==> src/rtl/silife_sequencer.sv <==
// SiLife sequencer: Wishbone-mapped generation-step generator (free-run, run-N, single step)
// with generation counter, MAX7219 configuration and a maskable interrupt.
module silife_sequencer #(
  parameter int unsigned PERIOD_WIDTH = 24,
  parameter int unsigned PERIOD_RESET = 999,
  parameter int unsigned STEPS_WIDTH  = 16,
  parameter int unsigned GEN_WIDTH    = 32,
  parameter logic [11:0] REG_PAGE     = 12'h000
) (
  input  logic        clk,
  input  logic        reset,
  input  logic        i_wb_cyc,
  input  logic        i_wb_stb,
  input  logic        i_wb_we,
  input  logic [31:0] i_wb_addr,
  input  logic [31:0] i_wb_data,
  output logic        o_wb_ack,
  output logic [31:0] o_wb_data,
  output logic        o_step,
  output logic        o_busy,
  output logic        o_max7219_enable,
  output logic [3:0]  o_max7219_brightness,
  output logic        o_irq
);
  typedef enum logic [1:0] {StIdle, StRun, StStepN} state_e;

  localparam logic [7:0] OffCtrl   = 8'h00;
  localparam logic [7:0] OffMax    = 8'h04;
  localparam logic [7:0] OffPeriod = 8'h08;
  localparam logic [7:0] OffSteps  = 8'h0C;
  localparam logic [7:0] OffGen    = 8'h10;
  localparam logic [7:0] OffIrqSt  = 8'h14;
  localparam logic [7:0] OffIrqEn  = 8'h18;

  state_e                  r_state, w_state_d;
  logic [PERIOD_WIDTH-1:0] r_cnt, w_cnt_d;
  logic [PERIOD_WIDTH-1:0] r_period, w_period_d;
  logic [STEPS_WIDTH-1:0]  r_steps, w_steps_d;
  logic [GEN_WIDTH-1:0]    r_gen, w_gen_d;
  logic [1:0]              r_irq_status, w_irq_status_d;
  logic [1:0]              r_irq_en, w_irq_en_d;
  logic                    r_max_en, w_max_en_d;
  logic [3:0]              r_max_bright, w_max_bright_d;
  logic                    r_single, w_single_d;
  logic                    r_ack;
  logic [31:0]             r_rdata, w_rdata;

  logic                    w_sel, w_wr;
  logic [7:0]              w_off;
  logic                    w_wr_ctrl, w_wr_max, w_wr_period, w_wr_steps;
  logic                    w_wr_gen, w_wr_irq_st, w_wr_irq_en;
  logic [STEPS_WIDTH-1:0]  w_steps_wdata;
  logic                    w_pre_step, w_step;
  logic                    w_done_set, w_wrap_set;
  logic [1:0]              w_irq_clr;
  logic                    w_unused;

  assign w_sel = i_wb_cyc & i_wb_stb & (i_wb_addr[23:12] == REG_PAGE) & ~r_ack;
  assign w_wr  = w_sel & i_wb_we;
  assign w_off = i_wb_addr[7:0];

  assign w_wr_ctrl     = w_wr && (w_off == OffCtrl);
  assign w_wr_max      = w_wr && (w_off == OffMax);
  assign w_wr_period   = w_wr && (w_off == OffPeriod);
  assign w_wr_steps    = w_wr && (w_off == OffSteps);
  assign w_wr_gen      = w_wr && (w_off == OffGen);
  assign w_wr_irq_st   = w_wr && (w_off == OffIrqSt);
  assign w_wr_irq_en   = w_wr && (w_off == OffIrqEn);
  assign w_steps_wdata = i_wb_data[STEPS_WIDTH-1:0];

  // >= rather than == so a PERIOD shrunk below the running count fires at once.
  assign w_pre_step = (r_state != StIdle) && (r_cnt >= r_period);
  assign w_step     = w_pre_step | r_single;

  always_comb begin
    w_state_d      = r_state;
    w_cnt_d        = '0;
    w_steps_d      = r_steps;
    w_gen_d        = r_gen;
    w_period_d     = r_period;
    w_max_en_d     = r_max_en;
    w_max_bright_d = r_max_bright;
    w_irq_en_d     = r_irq_en;
    w_single_d     = 1'b0;
    w_done_set     = 1'b0;
    w_wrap_set     = 1'b0;
    w_irq_clr      = 2'b00;

    if (w_step) begin
      w_gen_d    = r_gen + GEN_WIDTH'(1);
      w_wrap_set = &r_gen;
    end

    case (r_state)
      StIdle: begin
        if (w_wr_ctrl && i_wb_data[0]) begin
          w_state_d = StRun;
        end else if (w_wr_steps && (w_steps_wdata != '0)) begin
          w_state_d = StStepN;
          w_steps_d = w_steps_wdata;
        end
        if (w_wr_ctrl && i_wb_data[1]) w_single_d = 1'b1;
      end
      StRun: begin
        if (w_wr_ctrl && !i_wb_data[0]) w_state_d = StIdle;
      end
      StStepN: begin
        if (w_pre_step) begin
          w_steps_d = r_steps - STEPS_WIDTH'(1);
          if (r_steps == STEPS_WIDTH'(1)) begin
            w_state_d  = StIdle;
            w_done_set = 1'b1;
          end
        end
      end
      default: w_state_d = StIdle;
    endcase

    // A zero STEPS write aborts from any state and cancels a completion on the same cycle.
    if (w_wr_steps && (w_steps_wdata == '0)) begin
      w_state_d  = StIdle;
      w_steps_d  = '0;
      w_done_set = 1'b0;
    end

    if (w_wr_gen)    w_gen_d    = '0;
    if (w_wr_period) w_period_d = i_wb_data[PERIOD_WIDTH-1:0];
    if (w_wr_max) begin
      w_max_en_d     = i_wb_data[0];
      w_max_bright_d = i_wb_data[4:1];
    end
    if (w_wr_irq_en) w_irq_en_d = i_wb_data[1:0];
    if (w_wr_irq_st) w_irq_clr  = i_wb_data[1:0];
    w_irq_status_d = (r_irq_status & ~w_irq_clr) | {w_wrap_set, w_done_set};

    if ((w_state_d == r_state) && (r_state != StIdle) && !w_pre_step) begin
      w_cnt_d = r_cnt + PERIOD_WIDTH'(1);
    end
  end

  always_comb begin
    w_rdata = '0;
    case (w_off)
      OffCtrl:   w_rdata = {29'd0, (r_state != StIdle), 1'b0, (r_state == StRun)};
      OffMax:    w_rdata = {27'd0, r_max_bright, r_max_en};
      OffPeriod: w_rdata = 32'(r_period);
      OffSteps:  w_rdata = 32'(r_steps);
      OffGen:    w_rdata = 32'(r_gen);
      OffIrqSt:  w_rdata = {30'd0, r_irq_status};
      OffIrqEn:  w_rdata = {30'd0, r_irq_en};
      default:   w_rdata = '0;
    endcase
  end

  always_ff @(posedge clk or negedge reset) begin
    if (!reset) begin
      r_state      <= StIdle;
      r_cnt        <= '0;
      r_period     <= PERIOD_WIDTH'(PERIOD_RESET);
      r_steps      <= '0;
      r_gen        <= '0;
      r_irq_status <= '0;
      r_irq_en     <= '0;
      r_max_en     <= 1'b0;
      r_max_bright <= 4'hF;
      r_single     <= 1'b0;
      r_ack        <= 1'b0;
      r_rdata      <= '0;
    end else begin
      r_state      <= w_state_d;
      r_cnt        <= w_cnt_d;
      r_period     <= w_period_d;
      r_steps      <= w_steps_d;
      r_gen        <= w_gen_d;
      r_irq_status <= w_irq_status_d;
      r_irq_en     <= w_irq_en_d;
      r_max_en     <= w_max_en_d;
      r_max_bright <= w_max_bright_d;
      r_single     <= w_single_d;
      r_ack        <= w_sel;
      if (w_sel) r_rdata <= w_rdata;
    end
  end

  assign o_wb_ack             = r_ack;
  assign o_wb_data            = r_rdata;
  assign o_step               = w_step;
  assign o_busy               = (r_state != StIdle);
  assign o_max7219_enable     = r_max_en;
  assign o_max7219_brightness = r_max_bright;
  assign o_irq                = |(r_irq_status & r_irq_en);

  assign w_unused = ^{i_wb_addr[31:24], i_wb_addr[11:8], i_wb_data};

endmodule

==> config.mk <==
export PLATFORM = sky130hd
export DESIGN_NAME = silife_sequencer
export DESIGN_NICKNAME = d
export VERILOG_FILES = /design/src/rtl/silife_sequencer.sv
export SDC_FILE = /design/constraint.sdc
export NUM_CORES = 1
export LEC_CHECK = 0
export BUFFER_PORTS_ARGS = -buffer_cell sky130_fd_sc_hd__buf_2
export CAP_MARGIN = 0
export CORE_ASPECT_RATIO = 0.75
export CORE_MARGIN = 3
export CORE_UTILIZATION = 61
export CTS_CLUSTER_DIAMETER = 200
export DETAILED_ROUTE_END_ITERATION = 12
export PLACE_DENSITY = 0.84
export SLEW_MARGIN = 0
export SYNTH_ARGS = -nofsm -noshare
export SYNTH_HDL_FRONTEND = slang
export SYNTH_SLANG_ARGS = --single-unit
==> constraint.sdc <==
create_clock -name clk -period 4.95 [get_ports clk]
set_input_delay 0.495 -clock clk [delete_from_list [all_inputs] [get_ports clk]]
set_output_delay 0.495 -clock clk [all_outputs]
set_load 0.02 [all_outputs]
==> reports/summary.md <==
The flow ran to the end, and the final reports show no timing, DRC or antenna violations. The path class of the tightest hold or removal check is input port to async pin. The finished cells cover 8950 sq um.

For the placeable core region, the log shows 12400 sq um. Yosys printed 0 warnings. Post-detailed-route wirelength per cell: 19.3 microns.

The main combinational cell family by area after synthesis is simple AND/OR/NAND/NOR gates. The number of design rule violations left after detail routing was 0. The critical path's slowest cell was sky130_fd_sc_hd__dfrtp_1.

The logs give 6699 for the via count of the first global-routing pass and 0 for the number of buffers inserted to repair setup after CTS. Kind of launch point of the worst setup path: a register. Achievable clock frequency: 0.307 GHz.

Dividing the detail-routed via count by the number of cells gives 6.47. For the setup TNS, the log shows 0 ns. The synthesized netlist devotes 22.1% of its cell area to simple gates. The synthesized-area fraction occupied by xor and xnor cells was 2.59%; the full die area was 14200 sq um. The final weighted congestion of routability-driven global placement was 0.935. In the global route stage, overall resource usage came out at 30.9%.

Of the total power, combinational logic draws 2.9%. The total overflow left after global routing is 0. Synthesis produced a netlist whose cell count is 836.

The post-cts gate resize count was 0; the number of placement rows was 35. The sequential element share of the synthesized area was 45.5%. The post-synthesis async set-or-reset flop share works out to 100%. The areal power density over the cells was 278 nW/um^2; the post-detailed-routing wire length was 21100 microns. The clock drives 141 sinks. Summing the areas of all fa, ha and maj instances in the mapped netlist gives 4.50% of the synthesized area.

The number of diodes was 0. The tools report the largest net degree at the start of global routing as 105. Detailed placement finished with a half-perimeter wire length of 14400 microns. The tool flagged a number of max-cap violations equal to 0. The internal power was 1.93 mW.

In this run switching power makes up 22.4% of total power. In this run, the number of DRC markers left after iteration 0 of detailed routing was 903. The logs give 0 for the number of antenna violations at the first check in global routing and 27.5% for the headroom to the max-slew limit.

TritonCTS built the clock tree. For the worst-skew pair, the clock arrives at the later sink with an insertion delay of 0.42 ns. The cell at the root of the clock tree is sky130_fd_sc_hd__clkbuf_16.

The logs give 50.7% for the relative contribution of the clock network to total power and 110 for the count of pins on the block boundary. The number of endpoints with negative hold slack in the final report was 0. Sequential cells account for 46.4% of the total power. In this run the deepest clock path goes through 2 buffers. For this run, the slowest stage of the critical path takes 0.39 ns.

The buffer and inverter count on the worst path was 3; the number of H-tree branching levels was 4. In this run the cell area of the synthesized design comes to 7790 sq um. The net count of the finished layout is 1011, and the count of hold-fix buffers inserted at cts is 0. TritonCTS created 17 clock buffers.

IR analysis of the VDD net gives a maximum drop of 273 uV. The top cell types in the final layout, fill and taps aside, are sky130_fd_sc_hd__dfrtp_1 (129), sky130_fd_sc_hd__buf_2 (88), sky130_fd_sc_hd__a21oi_1 (76), sky130_fd_sc_hd__nor2_1 (74), sky130_fd_sc_hd__nand2_1 (70). In the final layout, the share of cells above drive strength 1 is 22.1%. The wire length of the first global-routing pass was 34800 microns. After synthesis the netlist holds a flip-flop and latch count of 141. At the pin with the least slew margin, the transition time is 1.08 ns. Counting every net in the synthesized netlist gives 933. The clock-pin slew of the registers on the worst-case setup and hold paths is 0.06 ns. For the worst setup path, the data required time is 4.45 ns. The worst-path maximum fanout is 5, and the power after layout is 2.49 mW. Dividing the synthesized area by the synthesized cell count gives 9.32 sq um. The synthesized netlist devotes 15.9% of its cell area to compound gates. On the final layout, the worst clock skew is 0.00972 ns.

The critical path goes through inv_1 > ha_1 > nand4_1 > nor3_1 > nand3_1 > o21ai_1 > o21ai_2 > inv_1 > buf_2. Port buffering added 89 buffers. The static leakage power is 4.18 nW, and the smallest hold slack is 0.198 ns. Measured against the total synthesized area, the mux share comes to 5.28%. The number of synthesized flops with an enable pin is 0.

Data arrives at the worst endpoint at 2.76 ns. Setup repair after global routing left no endpoint under its margin. Remaining antenna violation count: 0.

The net load switching power was 0.557 mW. The cell family contributing the most delay on the critical path is simple AND/OR/NAND/NOR gates. For this configuration, the core starts out at a cell density of 62.9%.

The most numerous cell type found on the critical path is sky130_fd_sc_hd__inv_1. Height of the die: 104 microns. Once layout is complete, the cells apart from fillers number 1093. In this run, distinct cell masters in the synthesized netlist total 61.

The detailed router placed 7074 vias in this run. The placed instances occupy a cell area of 8360 sq um. The placed cell count is 1061. The pre-antenna-repair detailed-routing pass consisted of 5 iterations. The time the final worst path needs with I/O delays and setup was 3.25 ns. The critical path class is register to output pin. Setup violations remaining at the end of the flow were counted as 0. The worst setup path is captured at an output pin. Among all flip-flop cells after synthesis, the most frequent one is sky130_fd_sc_hd__dfrtp_1. The commonest non-fill, non-tap cell in the layout is sky130_fd_sc_hd__dfrtp_1. The run gives 0 as the final max-slew violation count. The width of the chip is 137 microns. Compared with the post-synthesis result, the final layout area differs by 14.8%. In the finished design, the share of the clock period the worst path needs comes to 65.7%.
[power groups by stage]
stage,Combinational (mW),Clock (mW),Sequential [mW]
2_1_floorplan,0.0173,0,1.17
3_3_place_gp,0.0713,0,1.17
3_5_place_dp,0.0727,0,1.17
4_1_cts,0.0736,1.28,1.15
5_1_grt,0.0819,1.33,1.15
6_report,0.0729,1.26,1.15
[cell type report]
cell class / count / area [sq um]
Multi-Input combinational cell: 614 / 3940
Sequential cell: 141 / 3540
Fill cell: 924 / 3450
Timing Repair Buffer: 98 / 519
Clock buffer: 19 / 443
Tap cell: 166 / 208
Inverter: 42 / 158
Clock inverter: 13 / 141
[synth_stat cells, types with 15 or more instances]
master                     instances  area, sq um
sky130_fd_sc_hd__dfrtp_1         129         3230
sky130_fd_sc_hd__a21oi_1          76          380
sky130_fd_sc_hd__nor2_1           74          278
sky130_fd_sc_hd__nand2_1          70          263
sky130_fd_sc_hd__o21ai_0          50          250
sky130_fd_sc_hd__inv_1            39          146
sky130_fd_sc_hd__nand3_1          34          170
sky130_fd_sc_hd__mux2_2           33          372
sky130_fd_sc_hd__ha_1             28          350
sky130_fd_sc_hd__clkbuf_1         24         90.1
sky130_fd_sc_hd__or3_1            23          144
sky130_fd_sc_hd__nand4_1          22          138
sky130_fd_sc_hd__nor3_1           18         90.1
sky130_fd_sc_hd__a22o_1           15          131
sky130_fd_sc_hd__o31ai_1          15          113
[worst register-to-register path, stage by stage (launching register included)]
cell	delay [ns]
sky130_fd_sc_hd__dfrtp_1	0.38
sky130_fd_sc_hd__nor4_1	0.18
sky130_fd_sc_hd__nand4_1	0.12
sky130_fd_sc_hd__buf_4	0.28
sky130_fd_sc_hd__inv_2	0.31
sky130_fd_sc_hd__nand4_1	0.72
sky130_fd_sc_hd__nor4_2	0.87
sky130_fd_sc_hd__a221o_1	0.27
[routing by layer]
layer / track usage [%] / up-vias / share of wire [%]
met5: 0 / - / 0
met1: 46.2 / 3483 / 44
met4: 9.50 / 0 / 2.2
li1: - / 3204 / -
met2: 45.1 / 340 / 44
met3: 6.87 / 47 / 8.9
[kinds of logic (layout without fill, tap and decap cells)]
logic type / count (synthesis) / count (layout)
AO/OA/AOI/OAI: 199 / 199
XOR/XNOR: 23 / 23
adder cells (fa/ha/maj): 28 / 28
buffers and inverters: 81 / 172
flip-flops: 141 / 141
multiplexers: 37 / 37
AND/OR/NAND/NOR: 327 / 327
[through the flow]
stage                     setup slack (ns)  util, %
final                                 1.70     72.2
after global routing                  1.37     72.2
after CTS                             1.74     72.2
after detailed placement              1.49     67.5
after global placement                1.52     67.5
after floorplan                       2.35        -
[registers in the layout, indices dropped and copies added, names as in the netlist]
name and cells:
o_max7219_brightness 4, o_max7219_enable 1, o_wb_ack 1, o_wb_data 32, r_cnt 24, r_gen 32, r_irq_en 2, r_irq_status 2
r_period 24, r_single 1, r_state 2, r_steps 16
[path summary, 6_finish.rpt]
| path | startpoint | to | slack [ns] | depth (start not counted) |
|---|---|---|---|---|
| setup / recovery | r_period[23] | o_step | 1.70 | 9 |
| hold / removal | reset | r_cnt[10] | 0.20 | 1 |
| setup reg to reg | o_wb_ack | o_wb_data[16] | 1.76 | 7 |
| hold reg to reg | o_wb_data[24] | o_wb_data[24] | 0.46 | 2 |
| max in group asynchronous | reset | r_period[2] | 3.68 | 2 |
| min in group clk | i_wb_data[17] | r_period[17] | 0.30 | 2 |
No activity file was read; power rests on OpenSTA's default activity.
